--- src/rtl/nrs_ls_est_ctrl.sv ---
// Sequencer for the NRS least-squares estimation multiplier: accepts received NRS REs,
// drives the 4-slot multiplier with the matching QPSK bit pair and emits tagged estimates.
module nrs_ls_est_ctrl #(
  parameter int WIDTH_R_I = 16,
  parameter int NUM_RE    = 8,
  parameter int MULT_LAT  = 2
) (
  input  logic                        clk,
  input  logic                        rst,
  input  logic                        start,
  input  logic                        abort,
  input  logic [2*NUM_RE-1:0]         nrs_seq,
  input  logic                        re_valid,
  input  logic signed [WIDTH_R_I-1:0] re_r,
  input  logic signed [WIDTH_R_I-1:0] re_i,
  output logic                        re_ready,
  output logic                        mult_en,
  output logic [1:0]                  mult_wr_addr,
  output logic [1:0]                  mult_rd_addr,
  output logic signed [WIDTH_R_I-1:0] mult_rx_r,
  output logic signed [WIDTH_R_I-1:0] mult_rx_i,
  output logic                        mult_nrs_r,
  output logic                        mult_nrs_i,
  input  logic signed [WIDTH_R_I:0]   mult_real,
  input  logic signed [WIDTH_R_I:0]   mult_imag,
  output logic                        est_valid,
  output logic signed [WIDTH_R_I:0]   est_r,
  output logic signed [WIDTH_R_I:0]   est_i,
  output logic [3:0]                  est_idx,
  output logic                        busy,
  output logic                        done
);

  typedef enum logic [1:0] {IDLE, RUN, DRAIN, DONE} state_t;

  localparam logic [3:0] LAST_M = 4'(NUM_RE - 1);

  state_t                     state_q, state_d;
  logic [3:0]                 m_q, m_d;
  logic [1:0]                 wr_ptr_q, wr_ptr_d;
  logic [1:0]                 rd_addr_q, rd_addr_d;
  logic [2*NUM_RE-1:0]        nrs_q, nrs_d;
  logic [MULT_LAT-1:0]        tag_vld_q, tag_vld_d;
  logic [MULT_LAT-1:0][3:0]   tag_idx_q, tag_idx_d;
  logic                       est_valid_q, est_valid_d;
  logic [3:0]                 est_idx_q, est_idx_d;
  logic                       accept;
  logic                       start_ok;
  logic                       in_flight;

  assign accept    = re_valid && (state_q == RUN);
  assign start_ok  = start && (state_q == IDLE);
  assign in_flight = |tag_vld_q;

  always_ff @(posedge clk or negedge rst) begin
    if (!rst) begin
      state_q     <= IDLE;
      m_q         <= '0;
      wr_ptr_q    <= '0;
      rd_addr_q   <= '0;
      tag_vld_q   <= '0;
      tag_idx_q   <= '0;
      est_valid_q <= 1'b0;
      est_idx_q   <= '0;
    end else begin
      state_q     <= state_d;
      m_q         <= m_d;
      wr_ptr_q    <= wr_ptr_d;
      rd_addr_q   <= rd_addr_d;
      tag_vld_q   <= tag_vld_d;
      tag_idx_q   <= tag_idx_d;
      est_valid_q <= est_valid_d;
      est_idx_q   <= est_idx_d;
    end
  end

  // The NRS pattern is pure data and only matters while the multiplier is enabled.
  always_ff @(posedge clk) begin
    nrs_q <= nrs_d;
  end

  always_comb begin
    state_d = state_q;
    unique case (state_q)
      IDLE:    if (start) state_d = RUN;
      RUN:     if (accept && (m_q == LAST_M)) state_d = DRAIN;
      DRAIN:   if (!in_flight) state_d = DONE;
      DONE:    state_d = IDLE;
      default: state_d = IDLE;
    endcase
    if (abort) state_d = IDLE;
  end

  // Stage p0 takes the acceptance tag; the last stage feeds the registered estimate tag.
  always_comb begin
    m_d          = m_q;
    wr_ptr_d     = wr_ptr_q;
    rd_addr_d    = rd_addr_q;
    nrs_d        = nrs_q;
    tag_vld_d[0] = accept;
    tag_idx_d[0] = m_q;
    for (int s = 1; s < MULT_LAT; s++) begin
      tag_vld_d[s] = tag_vld_q[s-1];
      tag_idx_d[s] = tag_idx_q[s-1];
    end
    est_valid_d = tag_vld_q[MULT_LAT-1];
    est_idx_d   = tag_idx_q[MULT_LAT-1];
    if (accept) begin
      m_d       = m_q + 4'd1;
      wr_ptr_d  = wr_ptr_q + 2'd1;
      rd_addr_d = wr_ptr_q;
    end
    if (start_ok) begin
      nrs_d     = nrs_seq;
      m_d       = '0;
      wr_ptr_d  = '0;
      tag_vld_d = '0;
    end
    if (abort) begin
      tag_vld_d   = '0;
      est_valid_d = 1'b0;
    end
  end

  // Multiplier-facing data is held at zero while disabled so idle outputs read as zero.
  always_comb begin
    re_ready     = (state_q == RUN);
    mult_en      = (state_q == RUN) || (state_q == DRAIN);
    busy         = (state_q == RUN) || (state_q == DRAIN);
    done         = (state_q == DONE);
    mult_wr_addr = wr_ptr_q;
    mult_rd_addr = rd_addr_q;
    mult_rx_r    = '0;
    mult_rx_i    = '0;
    mult_nrs_r   = 1'b0;
    mult_nrs_i   = 1'b0;
    if (mult_en) begin
      mult_rx_r = re_r;
      mult_rx_i = re_i;
      for (int k = 0; k < NUM_RE; k++) begin
        if (m_q == 4'(k)) begin
          mult_nrs_r = nrs_q[2*k];
          mult_nrs_i = nrs_q[2*k+1];
        end
      end
    end
    est_valid = est_valid_q;
    est_idx   = est_idx_q;
    est_r     = est_valid_q ? mult_real : '0;
    est_i     = est_valid_q ? mult_imag : '0;
  end

endmodule
--- config.mk ---
export PLATFORM = sky130hd
export DESIGN_NAME = nrs_ls_est_ctrl
export DESIGN_NICKNAME = d
export VERILOG_FILES = /design/src/rtl/nrs_ls_est_ctrl.sv
export SDC_FILE = /design/constraint.sdc
export NUM_CORES = 1
export LEC_CHECK = 0
export CORE_MARGIN = 4
export CORE_UTILIZATION = 36
export CTS_CLUSTER_DIAMETER = 30
export DETAILED_ROUTE_END_ITERATION = 8
export GPL_TIMING_DRIVEN = 0
export PLACE_DENSITY = 0.87
export SYNTH_ARGS = -nofsm -noshare
export SYNTH_HDL_FRONTEND = slang
export SYNTH_SLANG_ARGS = --single-unit
--- constraint.sdc ---
create_clock -name clk -period 3.45 [get_ports clk]
set_clock_uncertainty 0.2 [all_clocks]
set_input_delay 1.035 -clock clk [delete_from_list [all_inputs] [get_ports clk]]
set_output_delay 1.035 -clock clk [all_outputs]
set_load 0.02 [all_outputs]
==> results.md, run 1 <==
- Post-CTS Setup Bufs: 0
- Register area share after synthesis: 52.62%
- Die Height: 84.41 um
- Pre-CTS setup slack: -0.1090 ns
- Drt total wl: 6.812 mm
- Initial core utilization: 37.71%
- Post-Syn Nets: 295
- Flop2flop setup slack: 1.15 ns
- CTS root buf: clkbuf_8
- CP arrival: 2.20 ns
- Drt via density: 4.552
- GRT Residual Overflow: 0
- R2R depth: 4
- PwrDens: 575.3 nW/um^2
- IO Port Bufs: 167
- Area added between synthesis and finish: 92.50%
- Met2 usage: 34.72%
- Outcome: finished clean
- Mux cell area share after synthesis: 1.012%
- Layout cells sized above 1: 5.348%
- Tmin final: 3.431 ns
- Adder-Cell Fraction of Synth Area: 4.762%
- Wirelength per Cell: 15.27 um
- Std-Cell Core Area: 5574 um^2
- Clock sink count: 41
- Yosys cell types: 29
- Peak supply drop: 418.1 uV
- Mapped Area: 2102 um^2
- Synth Area in Compound Gates: 6.548%
- Ys Warns: 0
- Main combinational cell family by area after synthesis: simple AND/OR/NAND/NOR gates
- Critical path class: in2out
- HPWL after detailed placement: 5.645 mm
- Die X: 84.41 um
- Clock buffer depth: 2
- Critical R2R Capture: nrs_q[14]$_DFFE_PP_
- Ant. Diodes: 0
- Layout filler cell count: 415
- Setup_tns: 0 ns
- Synth Area in XOR/XNOR: 2.083%
- CTS Buf Count: 5
- Fin area: 4046 um^2
- Min-delay src: est_idx_d[0]$_DFF_PN0_
- HP Class: reg2reg
- Worst slew margin: 21.38%
- Most Crowded Layer GR: met2
- Fin nets: 468
- Syn_area_per_cell: 10.51 um^2
- CTS H-tree lvls: 2
- Drt first pass iters: 4
- Setup WS post-layout: 0.01897 ns
- Worst-path clk slew: 0.07 ns
- CTS tree: done
- Hold Crit Depth: 0
- Fmax: 291.5 MHz
- Worst-skew pair later-pin latency: 0.30 ns
- M3 GR Usage: 5.496%
- Hold-fix buffers, CTS: 0
- Vias in the first global route: 1981
- Initial DRC count: 44
- Reg2Reg Launch Point: state_q[0]$_DFFE_PN0P_
- Pin count of the biggest net entering global routing: 26
- DRC Markers: 0
- I/O pin count: 168
- Fin. Hold Viols: 0
- Setup crit end kind: output port
- Post-Synthesis Cells: 200
- Met1 Track Usage GR: 18.72%
- FP Rows: 27
- GRT Util Overall: 17.85%
- Fraction of the mapped netlist area in simple logic gates: 29.58%
- Placement Cell Area: 3864 um^2
- Pins Over Slew Limit: 0
- Vias: 2030
- Antenna violations before repair: 0
- First-pass GRT wire length: 10.07 mm
- Leakage: 2.364 nW
- CP required: 2.21 ns
- Synthesized flop and latch total: 41
- Number of routed nets with antenna violations: 0
- Hold slack: 0.1494 ns
- Max-cap check violation count: 0
- Gpl congestion: 0.8810
- Final clock period utilization by the worst path: 99.45%
- Hold Path Sink: est_idx[0]$_DFF_PN0_
- Die Area: 7125 um^2
- CP startpoint kind: input port
- Critical path fanouts, max: 1
- # setup viols final: 0
- Worst-margin pin slew: 1.179 ns
-- worst max-delay path: stages --
cell             delay, ns
clkdlybuf4s50_1       0.45
and2_1                0.12
clkdlybuf4s50_1       0.59
-- synth_stat cells --
library cell	count	area [um^2]
nand4b_1	1	8.760
a21oi_1	8	40.04
nor2_1	8	30.03
nor3b_1	1	7.510
buf_4	3	22.52
nor3_1	2	10.01
xor2_1	3	26.28
ha_1	8	100.1
and2_1	68	425.4
nand2_1	6	22.52
nor2b_1	5	31.28
a221oi_2	1	15.01
xnor2_1	2	17.52
edfxtp_1	16	480.5
clkbuf_1	8	30.03
a32oi_1	2	17.52
a31oi_1	2	12.51
o21ai_0	9	45.04
inv_1	5	18.77
nand3_1	6	30.03
nand3b_1	3	22.52
o21a_1	1	7.510
or3_1	1	6.260
nand2b_1	2	12.51
mux2_2	1	11.26
nand2_2	1	6.260
mux2i_1	1	10.01
dfrtp_1	25	625.6
and2b_2	1	8.760
-- state kept, by name, summed over array words and instances (netlist names) --
register	count
nrs_q	16
est_idx	4
est_idx_d	4
m_q	4
tag_idx_d	4
mult_rd_addr	2
mult_wr_addr	2
state_q	2
tag_vld_q	2
est_valid	1
-- cells by family (layout without fill, tap and decap cells) --
| logic type | after synthesis | after routing |
|---|---|---|
| XOR/XNOR | 5 | 5 |
| multiplexers | 2 | 2 |
| AO/OA/AOI/OAI | 23 | 23 |
| buffers and inverters | 16 | 190 |
| flip-flops | 41 | 41 |
| adder cells (fa/ha/maj) | 8 | 8 |
| AND/OR/NAND/NOR | 105 | 105 |
-- power breakdown --
group	leakage, nW	internal [mW]	switching (mW)
Sequential	0.495	0.619	0.0522
Clock	0.0534	0.185	0.159
Combinational	1.82	0.619	0.693
-- how the worst max path moves through the flow --
stage / from / to / cells past startpoint
floorplan: state_q[0]$_DFFE_PN0P_ / mult_nrs_i / 5
global route: mult_imag[16] / est_i[16] / 3
finish: mult_imag[16] / est_i[16] / 3
global placement: state_q[0]$_DFFE_PN0P_ / mult_rx_r[14] / 6
detailed placement: state_q[0]$_DFFE_PN0P_ / mult_rx_i[1] / 6
CTS: re_i[14] / mult_rx_i[14] / 3
-- final cells by class --
| type | count | area (um^2) | area share (%) |
|---|---|---|---|
| plain buffers | 10 | 52.55 | 1.299 |
| clock buffers | 7 | 97.59 | 2.412 |
| clock inverters | 1 | 5.005 | 0.1237 |
| inverters | 5 | 18.77 | 0.4638 |
| multi-input cells | 143 | 937.1 | 23.16 |
| flip-flops and latches | 41 | 1106 | 27.33 |
| well taps | 72 | 90.09 | 2.226 |
| repair buffers | 167 | 1739 | 42.98 |
-- per-stage QoR --
step                      util [%]  cells  power [mW]
after detailed placement     69.32    439       2.066
final                        72.59    446       2.328
after global placement       69.32    439       2.031
after floorplan                  -    200       1.392
after global routing         72.59    446       2.469
after CTS                    70.93    446       2.382
-- layout by cell type, fill, tap and decap left out, types with 5 or more instances in the layout --
master and n:
inv_1 5, dlymetal6s2s_1 40, dfrtp_1 25, nor2b_1 5, clkdlybuf4s50_1 107, nand3_1 6
edfxtp_1 16, and2_1 68, nand2_1 6, dlygate4sd2_1 18, clkbuf_1 5, nor2_1 8
clkbuf_2 5, clkbuf_8 5, o21ai_0 7, ha_1 7, a21oi_1 8
-- what timing repair did --
action | CTS | global route
resized for setup | 29 | 44
setup endpoints to repair | 40 | 42
cloned | 0 | 0
-- routing by layer --
layer	wire, um	part of all wire [%]
met2	3708	54
met4	68	1.0
met3	560	8.2
met5	0	0
met1	2475	36
Power figures use the tool's default switching activity.
==> run 2, diff against run 1 <==
Settings changed: CAP_MARGIN set to 20.
==> results.md, run 2 (synthesized netlist as in run 1, its figures left out) <==
- Outcome: finished clean
- Initial core utilization: 37.71%
- Flop2flop setup slack: 1.55 ns
- IO Port Bufs: 167
- Drt via density: 4.500
- Largest stage delay, worst path: 0.59 ns
- Reg2Reg Launch Point: state_q[1]$_DFFE_PN0P_
- Critical R2R Capture: m_q[3]$_DFFE_PN0P_
- Fin. Hold Viols: 0
- Layout cells sized above 1: 5.851%
- Top delay family on crit path: buffers and inverters
- Max-cap check violation count: 0
- M3 GR Usage: 5.496%
- I/O pin count: 168
- Gpl congestion: 0.8810
- Critical path class: in2out
- Setup_tns: 0 ns
- First-pass GRT wire length: 10.07 mm
- Final Util: 73.36%
- Clock buffer depth: 2
- CTS root buf: clkbuf_8
- Wirelength per Cell: 15.46 um
- R2R depth: 5
- Worst slew margin: 77.44%
- GRT Residual Overflow: 0
- Largest register FFs: 16
- Drt total wl: 6.924 mm
- GRT Util Overall: 17.85%
- Non-Filler Instances: 448
- # setup viols final: 0
- Die Area: 7125 um^2
- Hold Path Sink: est_idx_d[3]$_DFF_PN0_
- CTS H-tree lvls: 2
- Leakage: 2.384 nW
- Post-CTS Setup Bufs: 0
- Placed Cells incl. Taps: 439
- Worst path cell trace: clkdlybuf4s50_1, and2_1, clkdlybuf4s50_1
- CTS Buf Count: 5
- Peak supply drop: 414.4 uV
- Die X: 84.41 um
- CP arrival: 2.20 ns
- Pin count of the biggest net entering global routing: 26
- Critical path fanouts, max: 1
- Commonest cells after routing, fill and taps aside: 107 x clkdlybuf4s50_1, 68 x and2_1, 40 x dlymetal6s2s_1, 25 x dfrtp_1, 18 x dlygate4sd2_1
- Cell with the most instances on the worst path: clkdlybuf4s50_1
- Clock sink count: 41
- PwrDens: 575.1 nW/um^2
- HPWL after detailed placement: 5.645 mm
- Met2 usage: 34.72%
- Met1 Track Usage GR: 18.72%
- Area added between synthesis and finish: 94.52%
- CP required: 2.21 ns
- Ant. Diodes: 0
- Layout filler cell count: 409
- Drt first pass iters: 4
- Worst-path clk slew: 0.07 ns
- Fmax: 291.2 MHz
- Worst path bufs/invs: 2
- Number of routed nets with antenna violations: 0
- HP Class: reg2reg
- Hold Crit Depth: 0
- Vias in the first global route: 1981
- Final clock period utilization by the worst path: 99.54%
- Worst-skew pair later-pin latency: 0.30 ns
- Initial DRC count: 44
- Pins Over Slew Limit: 0
- Vias: 2016
- CTS tree: done
- Most Crowded Layer GR: met2
- Die Height: 84.41 um
- Hold-fix buffers, CTS: 0
- CP startpoint kind: input port
- Setup crit end kind: output port
- Placement Cell Area: 3864 um^2
- DRC Markers: 0
- Std-Cell Core Area: 5574 um^2
- Worst-margin pin slew: 0.3385 ns
- Most common cell after layout, fill and taps aside: clkdlybuf4s50_1
- CP max stage cell: clkdlybuf4s50_1
- Reg with most FFs: nrs_q
- Min-delay src: tag_idx_d[7]$_DFF_PN0_
- Fin area: 4089 um^2
- Antenna violations before repair: 0
- Fin nets: 470
- FP Rows: 27
- Tmin final: 3.434 ns
-- run 2: cell types whose count changed in the layout (fill, tap and decap cells not counted), sizes merged --
cell	change
buf	+2
-- run 2: layout make-up --
cell class	instances	area (um^2)	share of cell area [%]
clock buffer	7	97.59	2.387
buffer	10	52.55	1.285
tap	72	90.09	2.203
clock inverter	1	5.005	0.1224
inverter	5	18.77	0.4590
sequential	41	1106	27.05
timing repair buffer	169	1782	43.57
multi-input combinational	143	937.1	22.92
-- run 2: metrics by stage --
stage | power [mW] | worst slack (ns) | hold WS (ns)
finish | 2.352 | 0.01600 | 0.1498
detailed placement | 2.066 | -0.1090 | 0.1347
floorplan | 1.392 | 0.5203 | 0.1312
global placement | 2.031 | -0.05687 | 0.1327
CTS | 2.382 | 0.002231 | 0.1509
global route | 2.492 | -0.0005955 | 0.1589
-- run 2: power breakdown --
part	total, mW	switching [mW]	leakage [nW]	internal, mW
combinational	1.33	0.701	1.84	0.633
sequential	0.672	0.0547	0.495	0.617
clock	0.345	0.160	0.0534	0.185
-- run 2: worst max path at each step --
stage                                      start            end  slack, ns  depth (start not counted)
after floorplan           state_q[0]$_DFFE_PN0P_     mult_nrs_i       0.52                          5
after global placement    state_q[0]$_DFFE_PN0P_  mult_rx_r[14]      -0.06                          6
after detailed placement  state_q[0]$_DFFE_PN0P_   mult_rx_i[1]      -0.11                          6
after CTS                               re_i[14]  mult_rx_i[14]      0.002                          3
after global routing               mult_imag[16]      est_i[16]    -0.0006                          3
final                              mult_imag[16]      est_i[16]       0.02                          3
-- run 2: repair_timing --
item                                    4_1_cts  5_1_grt
endpoints found under the setup margin       40       42
gates cloned                                  0        0
gates resized for setup                      29       44
endpoints found under the hold margin         0        0
-- run 2: metal layers --
| metal | vias up | part of all wire, % |
|---|---|---|
| li1 | 1001 | - |
| met4 | 0 | 1.0 |
| met1 | 917 | 36 |
| met3 | 4 | 8.0 |
| met5 | - | 0 |
| met2 | 94 | 55 |
